**src/rtl/bcd_clock_core_pkg.sv**
```systemverilog
// Shared BCD field widths, digit/hour limits and bit positions for the BCD clock core.
package bcd_clock_core_pkg;

  localparam int unsigned DigitW = 4;

  typedef logic [DigitW-1:0] bcdDigit;

  localparam bcdDigit    TensMax   = 4'd5;
  localparam bcdDigit    UnitsMax  = 4'd9;
  localparam logic [7:0] Hour24Max = 8'd23;
  localparam logic [7:0] Hour12Max = 8'd12;

  // Nibble positions inside the 24-bit HH:MM:SS word
  localparam int unsigned HTensPos  = 20;
  localparam int unsigned HUnitsPos = 16;
  localparam int unsigned MTensPos  = 12;
  localparam int unsigned MUnitsPos = 8;
  localparam int unsigned STensPos  = 4;
  localparam int unsigned SUnitsPos = 0;

  function automatic logic [7:0] bcdToBin(input logic [7:0] b);
    return {4'd0, b[7:4]} * 8'd10 + {4'd0, b[3:0]};
  endfunction

endpackage

```
**src/rtl/bcd_digit_counter.sv**
```systemverilog
// Single BCD digit counting 0..MAX with synchronous load/clear and a wrap carry.
module bcd_digit_counter
  import bcd_clock_core_pkg::*;
#(
  parameter bcdDigit MAX = UnitsMax
) (
  input  logic    clk,
  input  logic    reset,
  input  logic    inc,
  input  logic    clr,
  input  logic    load,
  input  bcdDigit load_val,
  output bcdDigit value,
  output logic    carry
);

  bcdDigit valueQ;

  assign carry = inc && (valueQ == MAX);
  assign value = valueQ;

  always_ff @(posedge clk or posedge reset) begin
    if (reset) begin
      valueQ <= '0;
    end else if (load) begin
      valueQ <= load_val;
    end else if (clr) begin
      valueQ <= '0;
    end else if (inc) begin
      valueQ <= (valueQ == MAX) ? 4'd0 : valueQ + 4'd1;
    end
  end

endmodule

```
**src/rtl/bcd_clock_core.sv**
```systemverilog
// BCD time-of-day core: prescaled second advance, validated load, manual min/hour bumps.
module bcd_clock_core
  import bcd_clock_core_pkg::*;
#(
  parameter int unsigned TICK_DIV = 50000000,
  parameter bit          MODE_12H = 1'b0
) (
  input  logic        clk,
  input  logic        reset,
  input  logic        run,
  input  logic        load_valid,
  output logic        load_ready,
  input  logic [23:0] load_time,
  input  logic        load_pm,
  input  logic        inc_min,
  input  logic        inc_hour,
  output logic [23:0] time_out,
  output logic        pm,
  output logic        sec_tick,
  output logic        day_tick,
  output logic        load_err
);

  localparam int unsigned      PrescW    = $clog2(TICK_DIV);
  localparam logic [PrescW-1:0] PrescMax = PrescW'(TICK_DIV - 1);
  localparam logic [7:0]       HourReset = MODE_12H ? 8'h12 : 8'h00;

  logic [PrescW-1:0] prescQ;
  logic [7:0]        hourQ;
  logic              pmQ, secTickQ, dayTickQ, loadErrQ;

  bcdDigit ldHT, ldHU, ldMT, ldMU, ldST, ldSU;
  bcdDigit secU, secT, minU, minT;
  logic    secUCarry, secTCarry, minUCarry, minTCarry;
  logic    loadOk, loadAcc, loadRej, secAdv, hourRoll, hourStep, pmFlip, atDayEnd;
  logic [7:0] ldHourBin, hourBin;

  assign ldHT = load_time[HTensPos  +: DigitW];
  assign ldHU = load_time[HUnitsPos +: DigitW];
  assign ldMT = load_time[MTensPos  +: DigitW];
  assign ldMU = load_time[MUnitsPos +: DigitW];
  assign ldST = load_time[STensPos  +: DigitW];
  assign ldSU = load_time[SUnitsPos +: DigitW];

  assign ldHourBin = bcdToBin({ldHT, ldHU});
  assign hourBin   = bcdToBin(hourQ);

  always_comb begin
    loadOk = (ldHT <= UnitsMax) && (ldHU <= UnitsMax) && (ldMU <= UnitsMax) &&
             (ldSU <= UnitsMax) && (ldMT <= TensMax) && (ldST <= TensMax);
    if (MODE_12H) begin
      loadOk = loadOk && (ldHourBin >= 8'd1) && (ldHourBin <= Hour12Max);
    end else begin
      loadOk = loadOk && (ldHourBin <= Hour24Max);
    end
  end

  assign load_ready = !run;
  assign loadAcc    = load_valid && load_ready && loadOk;
  assign loadRej    = load_valid && load_ready && !loadOk;

  // A second lost to a load or a manual bump is dropped, not deferred
  assign secAdv   = run && (prescQ == PrescMax) && !loadAcc && !inc_min && !inc_hour;
  // inc_min wrapping 59 -> 00 must not spill into the hour
  assign hourRoll = minTCarry && !inc_min;
  assign hourStep = hourRoll || inc_hour;
  assign pmFlip   = MODE_12H && (hourBin == 8'd11);
  assign atDayEnd = MODE_12H ? ((hourBin == 8'd11) && pmQ) : (hourBin == Hour24Max);

  function automatic logic [7:0] nextHour(input logic [7:0] h);
    logic [7:0] n;
    if (MODE_12H && (bcdToBin(h) == Hour12Max)) begin
      n = 8'h01;
    end else if (!MODE_12H && (bcdToBin(h) == Hour24Max)) begin
      n = 8'h00;
    end else if (h[3:0] == UnitsMax) begin
      n = {h[7:4] + 4'd1, 4'd0};
    end else begin
      n = {h[7:4], h[3:0] + 4'd1};
    end
    return n;
  endfunction

  always_ff @(posedge clk or posedge reset) begin
    if (reset) begin
      prescQ <= '0;
    end else if (loadAcc) begin
      prescQ <= '0;
    end else if (run) begin
      prescQ <= (prescQ == PrescMax) ? '0 : prescQ + PrescW'(1);
    end
  end

  bcd_digit_counter #(.MAX(UnitsMax)) uSecU (
    .clk(clk), .reset(reset), .inc(secAdv), .clr(1'b0), .load(loadAcc),
    .load_val(ldSU), .value(secU), .carry(secUCarry)
  );

  bcd_digit_counter #(.MAX(TensMax)) uSecT (
    .clk(clk), .reset(reset), .inc(secUCarry), .clr(1'b0), .load(loadAcc),
    .load_val(ldST), .value(secT), .carry(secTCarry)
  );

  bcd_digit_counter #(.MAX(UnitsMax)) uMinU (
    .clk(clk), .reset(reset), .inc(secTCarry || inc_min), .clr(1'b0), .load(loadAcc),
    .load_val(ldMU), .value(minU), .carry(minUCarry)
  );

  bcd_digit_counter #(.MAX(TensMax)) uMinT (
    .clk(clk), .reset(reset), .inc(minUCarry), .clr(1'b0), .load(loadAcc),
    .load_val(ldMT), .value(minT), .carry(minTCarry)
  );

  always_ff @(posedge clk or posedge reset) begin
    if (reset) begin
      hourQ    <= HourReset;
      pmQ      <= 1'b0;
      secTickQ <= 1'b0;
      dayTickQ <= 1'b0;
      loadErrQ <= 1'b0;
    end else begin
      secTickQ <= secAdv;
      dayTickQ <= hourRoll && atDayEnd;
      loadErrQ <= loadRej;
      if (loadAcc) begin
        hourQ <= {ldHT, ldHU};
        pmQ   <= MODE_12H ? load_pm : 1'b0;
      end else if (hourStep) begin
        hourQ <= nextHour(hourQ);
        if (pmFlip) pmQ <= ~pmQ;
      end
    end
  end

  assign time_out = {hourQ, minT, minU, secT, secU};
  assign pm       = pmQ;
  assign sec_tick = secTickQ;
  assign day_tick = dayTickQ;
  assign load_err = loadErrQ;

endmodule

```
**config.mk**
```make
export PLATFORM = sky130hd
export DESIGN_NAME = bcd_clock_core
export DESIGN_NICKNAME = d
export VERILOG_FILES = /design/src/rtl/bcd_clock_core_pkg.sv /design/src/rtl/bcd_digit_counter.sv /design/src/rtl/bcd_clock_core.sv
export SDC_FILE = /design/constraint.sdc
export NUM_CORES = 1
export LEC_CHECK = 0
export ABC_AREA = 0
export BUFFER_PORTS_ARGS = -buffer_cell sky130_fd_sc_hd__buf_4
export CAP_MARGIN = 30
export CORE_ASPECT_RATIO = 0.9
export CORE_MARGIN = 1
export CORE_UTILIZATION = 39
export DETAILED_ROUTE_END_ITERATION = 7
export GPL_TIMING_DRIVEN = 0
export PLACE_DENSITY = 0.56
export RECOVER_POWER = 25
export SYNTH_ARGS = -nofsm -noshare
export SYNTH_HDL_FRONTEND = slang
export SYNTH_HIERARCHICAL = 1
export SYNTH_SLANG_ARGS = --single-unit
export TNS_END_PERCENT = 1
```
**constraint.sdc**
```tcl
create_clock -name clk -period 5.2 [get_ports clk]
set_clock_uncertainty 0.15 [all_clocks]
set_input_delay 1.04 -clock clk [delete_from_list [all_inputs] [get_ports clk]]
set_output_delay 1.04 -clock clk [all_outputs]
set_load 0.02 [all_outputs]
```
==> results of run 1 <==
where the power goes:
group / total [uW] / leakage (uW) / switching (uW) / internal (uW)
Clock: 285 / 0.0000554 / 140 / 145
Combinational: 453 / 0.00136 / 242 / 211
Sequential: 567 / 0.000705 / 98.3 / 469
final timing paths:
| kind | start | endpoint | slack, ns |
|---|---|---|---|
| hold reg to reg | prescQ[0] | prescQ[0] | 0.36 |
| hold / removal | prescQ[0] | prescQ[0] | 0.36 |
| setup / recovery | prescQ[7] | hourQ[1] | 0.54 |
| min in group asynchronous | reset | uMinT/value[0] | 0.57 |
| setup reg to reg | prescQ[7] | hourQ[1] | 0.54 |
| max in group asynchronous | reset | hourQ[0] | 2.92 |
critical path: cells and delay by family (launching register included):
family          cells  cell delay, ns
flops               1            0.46
simple gates        9            2.55
compound gates      2            0.56
buf+inv             5            0.66
mux                 1            0.21
layout make-up:
type                       instances  share of cell area
inverter                          32              0.0266
buffer                            11              0.0147
tap                              122              0.0338
clock buffer                       6              0.0161
multi-input combinational        319               0.514
clock inverter                     2             0.00859
timing repair buffer              56              0.0923
sequential                        53               0.294
layer usage:
layer | global-route usage | wire length, um | vias up
met5 | 0 | 0 | -
met4 | 0.0394 | 33 | 0
met3 | 0.0246 | 264 | 2
met2 | 0.312 | 4340 | 57
met1 | 0.270 | 4800 | 1619
li1 | - | - | 1666
placed cells by master (no fill, tap or decap), types with 13 or more instances in the layout:
cell type and instances:
buf_4 59, dfrtp_1 53, inv_1 32, ha_1 26, nand2_1 23, nor2_1 21, nor3_1 19, nand3_1 18
o21ai_0 15, a21oi_1 14, o31ai_1 13
sequential cells by signal, summed over array words and instances, names as in the netlist:
| signal | flops |
|---|---|
| day_tick | 1 |
| hourQ | 8 |
| load_err | 1 |
| prescQ | 26 |
| sec_tick | 1 |
| uMinT/value | 4 |
| uMinU/value | 4 |
| uSecT/value | 4 |
| uSecU/value | 4 |
cells in the mapped netlist (3+ instances only):
| cell type | number |
|---|---|
| and4_1 | 3 |
| fa_1 | 4 |
| nor3_1 | 19 |
| a22o_1 | 8 |
| or3_1 | 3 |
| dfrtp_1 | 53 |
| nand4_1 | 11 |
| xnor2_1 | 5 |
| ha_1 | 26 |
| mux2i_1 | 5 |
| o31ai_1 | 13 |
| or4_1 | 3 |
| nand2_1 | 23 |
| a211oi_1 | 3 |
| nor4b_1 | 5 |
| and2_1 | 4 |
| o21bai_1 | 3 |
| a22oi_1 | 10 |
| o41ai_1 | 4 |
| o21ai_0 | 15 |
| a32oi_1 | 3 |
| mux2_2 | 5 |
| a21oi_1 | 14 |
| nand3_1 | 18 |
| o211ai_1 | 4 |
| a31oi_1 | 7 |
| nor3b_1 | 5 |
| nor2_1 | 22 |
| nand3b_1 | 6 |
| buf_4 | 4 |
| clkbuf_1 | 4 |
| and3_1 | 10 |
| inv_1 | 32 |
| a21o_1 | 5 |
| or2_2 | 4 |
| a211o_1 | 10 |
metrics by stage:
step / worst slack [ns] / instance area (sq um)
after floorplan: 1.13 / 3820
after global placement: 0.0888 / 4400
after detailed placement: 0.0386 / 4400
after CTS: 0.261 / 4510
after global routing: 0.0129 / 4510
final: 0.542 / 4510
kinds of logic (layout without fill, tap and decap cells):
group / count (synthesis) / count (layout)
adder cells (fa/ha/maj): 30 / 30
AO/OA/AOI/OAI: 107 / 107
other: 1 / 11
multiplexers: 12 / 12
AND/OR/NAND/NOR: 152 / 152
buffers and inverters: 43 / 107
flip-flops: 53 / 53
XOR/XNOR: 7 / 7
==> metrics, run 1 <==
run status=complete, no violations; Synth Flop Type=dfrtp_1; Yosys top cell area share=0.350; CTS tree=done; Post-Syn Instances=~410; 1st-pass router iterations=4; ANT cells=0; critical path, cell by cell=nor4bb_1, nand4_1, or4b_2, nor4_2, inv_1, nor2_2, inv_1, nor2_1, or2_2, inv_1, nor2_1, inv_1, nor2_1, a21oi_1, clkbuf_1, o41ai_1, mux2_2; Final Max Slew Viols=0; unrepaired setup endpoints after global routing=no; post-synth top area cell=dfrtp_1; CP peak stage delay=0.69 ns; routed wire length per instance=15.7 um; FFs w/ async S/R, synth=1.00; Synth Area in Simple Gates=0.232; Util after Layout=0.488; cell mode on critical path=inv_1; synthesized cell area=around 3800 sq um; Post-synth EDFFs=0; initial antenna violation count=0; compound-cell area share of the yosys netlist=0.210; IO Pins=60; flops & latches, synth=53; core area=about 9000 sq um; worst vdd ir=~160 uV; die span in x=~110 um; vias=~3.3k; CTS H-Tree Depth=2; Clk pin slew, worst setup/hold paths=~0.10 ns; WP data arrival=4.75 ns; PD cells=about 290 nW/um^2; Final Hold Viols=0; vias in the first global route=around 3.1k; vias per std cell=around 5.6; register area=1330 sq um; xor/xnor share of the synthesized area=0.0162; share of cells above drive strength 1=0.192; largest family of logic cells by synthesized area=simple AND/OR/NAND/NOR gates; Startpoint Class=flop; Cells on Worst Hold Path=1; Final Hold Slack=about 0.36 ns; Final Power=around 1300 uW; Total GRT Usage=0.190; R2R cell count=17; MaxCap Viol Count=0; mux contribution to synthesized area=0.0340; largest cells by area after synthesis=dfrtp_1 35%, ha_1 8.6%, inv_1 3.2%, o31ai_1 2.6%, nor3_1 2.5%; DIE AREA=around 10,000 sq um; Slew headroom=0.0296; antenna viol nets, final=0; critical path class=reg2reg; worst skew pair latency=0.30 ns; Leak Pwr=~0.0021 uW; drt drc=0; row count=33; CTS Root Buffer Type=clkbuf_8; Tcrit/Tclk final=0.896; CP max stage cell=or4b_2; Nets=between 500 and 600; Initial Util=0.409; CP endpoint kind=flop; WL final=between 9000 and 10,000 um; Ys Warns=6; area of the multi-input gates=about 2300 sq um; # setup viols final=0; CP required=about 5.3 ns; # Post-CTS Setup Buffers=0; Post-DP HPWL=7100 um; CTS Sinks=53; Placed Instances=between 500 and 600; crit path time final=around 4.7 ns; syn avg cell area=between 9 and 10 sq um; Longest Clk Path Bufs=2; post_cts resized=0; Die Y=95.5 um; hold crit path type=reg2reg; global-route wire length before repair=between 15,000 and 20,000 um; hold buffers post-CTS=0; worst slew pin tran=about 1.5 ns; grt ovf=0; GP Congestion=approximately 0.83; Fill cells=approximately 900; PortBufs=56; synth unique cells=58; Seq/Total Area, Yosys=0.350; TritonCTS Buffers=5; adder-cell share of the synthesized area=0.107; critical path peak fanout=10; Max Fclk=~210 MHz; Final Non-Filler Cells=roughly 600; Starting DRT DRC Count=123; Synth-to-Final Area Change=19.2%; setup TNS=0 ns; largest net degree at the start of global routing=38
Power figures use the tool's default switching activity.
==> inputs of run 2 (changes only) <==
--- a/config.mk
+++ b/config.mk
@@ -15,4 +15,4 @@
 export GPL_TIMING_DRIVEN = 0
-export PLACE_DENSITY = 0.56
-export RECOVER_POWER = 25
+export PLACE_DENSITY = 0.71
+export RECOVER_POWER = 100
 export SYNTH_ARGS = -nofsm -noshare
==> constraint.sdc (replaced) <==
create_clock -name clk -period 5.2 [get_ports clk]
set_clock_uncertainty 0.15 [all_clocks]
set_input_delay 0.78 -clock clk [delete_from_list [all_inputs] [get_ports clk]]
set_output_delay 0.78 -clock clk [all_outputs]
set_load 0.02 [all_outputs]
==> run 2 against run 1 <==
Against the previous run: the flow now finishes with violations (capacitance limit, slew limit); clock-buffer cell count stayed put; non-clock buffer count stayed put; sequential cell count stayed put; sequential power hardly changed; critical path depth is 1 higher; total power is 4.3% lower; via count is 3.3% higher; cell count stayed put; die area stayed put; cell area is 2.7% lower; largest cell class unchanged; largest power group unchanged.
==> metrics, run 2 (same netlist as run 1, synthesis figures left out) <==
run status=complete, but fails checks; violated checks=capacitance limit, slew limit; # Post-CTS Setup Buffers=0; GP Congestion=between 0.8 and 0.9; Die Y=around 95 um; Initial Util=0.409; Starting DRT DRC Count=around 200; NetSw=486 uW; CTS Root Buffer Type=clkbuf_8; Slew headroom=-0.00650; global-route wire length before repair=roughly 15,000 um; Final Max Slew Viols=38; Clk pin slew, worst setup/hold paths=between 0.1 and 0.15 ns; IO Pins=60; share of cells above drive strength 1=0.127; CTS tree=done; worst skew pair latency=between 0.3 and 0.4 ns; routed wire length per instance=16.1 um; Clk pwr share=0.205; Nets=roughly 540; Reg-to-Reg Start=prescQ[7]; MaxCap Viol Count=1; commonest non-fill, non-tap cell in the layout=dfrtp_1; reg2reg setup slack=0.53 ns; CP required=5.24 ns; worst vdd ir=192 uV; Longest Clk Path Bufs=2; register area=1330 sq um; 1st-pass router iterations=5; Startpoint Class=flop; CTS Sinks=between 50 and 60; Max Fclk=between 200 and 250 MHz; most frequent cells in the layout=53 x dfrtp_1, 35 x clkbuf_1, 32 x inv_1; Total GRT Usage=0.189; CTS H-Tree Depth=2; R2R Path End=hourQ[6]; grt ovf=0; Tcrit/Tclk final=0.898; vias in the first global route=~3.1k; row count=33; DIE AREA=10,100 sq um; core area=~9000 sq um; R2R cell count=18; CP endpoint kind=flop; area of the multi-input gates=around 2300 sq um; initial antenna violation count=0; WP data arrival=around 4.7 ns; Synth-to-Final Area Change=16.0%; Final Hold Viols=0; # setup viols final=0; Leak Pwr=between 0.002 and 0.0025 uW; P_int=roughly 760 uW; PortBufs=56; largest register by flop count=prescQ; Net Sw Frac=0.389; largest net degree at the start of global routing=38; worst slew pin tran=about 1.5 ns; Final Power=roughly 1200 uW; hold buffers post-CTS=0; Comb pwr share=0.343; critical path class=reg2reg; antenna viol nets, final=0; PD cells=around 280 nW/um^2; top flop regs=prescQ: 26 flops, hourQ: 8 flops; Post-DP HPWL=between 7000 and 8000 um; setup TNS=0 ns; die span in x=approximately 110 um; TritonCTS Buffers=5; WL final=9650 um; Largest register FFs=26; ANT cells=0; critical path peak fanout=10; vias=approximately 3.5k; vias per std cell=between 5 and 6; drt drc=0; crit path time final=about 4.7 ns; unrepaired setup endpoints after global routing=no; Sequential Power Share=0.451; hold crit path type=in2async; Fill cells=around 950
[run 2: timing repair]
item	in CTS	in global routing
setup endpoints to repair	0	8
hold endpoints to repair	0	0
resized for setup	0	2
[run 2: final cells by class]
type	instances	share of cell area
sequential	53	0.302
buffer	11	0.0142
inverter	32	0.0274
tap	122	0.0348
multi-input combinational	319	0.530
clock buffer	6	0.0188
timing repair buffer	56	0.0701
clock inverter	2	0.00313
[run 2: worst max-delay path by stage]
stage              start  endpoint  slack (ns)  depth (start not counted)
2_1_floorplan  prescQ[7]  hourQ[5]        1.35                         17
3_3_place_gp   prescQ[7]  hourQ[0]        0.33                         17
3_5_place_dp   prescQ[7]  hourQ[7]        0.27                         18
4_1_cts        prescQ[7]  hourQ[7]        0.24                         18
5_1_grt        prescQ[7]  hourQ[4]         0.1                         18
6_report       prescQ[7]  hourQ[6]        0.53                         18
[run 2: power groups by stage]
stage,combinational (uW),sequential (uW),clock (uW)
global placement,435,568,0
global route,479,580,273
detailed placement,455,572,0
floorplan,285,588,0
finish,429,564,257
CTS,457,565,262
[run 2: worst max-delay path: stages, from the launching register on]
cell and delay, ns:
dfrtp_1 0.47, nor4bb_1 0.43, nand4_1 0.15, or4b_2 0.72, nor4_4 0.29, inv_1 0.14, nor2_1 0.37, inv_1 0.08
nor2_1 0.10, or2_2 0.13, inv_1 0.07, nor2_1 0.30, inv_1 0.07, nor2_1 0.18, a21oi_1 0.17, clkbuf_1 0.26
o21bai_1 0.22, a21oi_1 0.16, mux2i_1 0.08
[run 2: metal layers]
layer  wire length, um  global-route usage  up-vias
li1                  -                   -     1666
met1              4380               0.250     1687
met2              4760               0.329       95
met3               456              0.0294        7
met4                59              0.0370        0
met5                 0                   0        -
[run 2: per-stage QoR]
step / utilization / area [sq um] / setup WS [ns] / hold slack (ns) / cells
after CTS: 0.486 / 4490 / 0.238 / 0.224 / 601
after floorplan: - / 3820 / 1.35 / 0.329 / 415
after global routing: 0.475 / 4390 / 0.0982 / 0.297 / 601
after global placement: 0.475 / 4400 / 0.328 / 0.343 / 593
final: 0.475 / 4390 / 0.531 / 0.280 / 601
after detailed placement: 0.475 / 4400 / 0.275 / 0.354 / 593
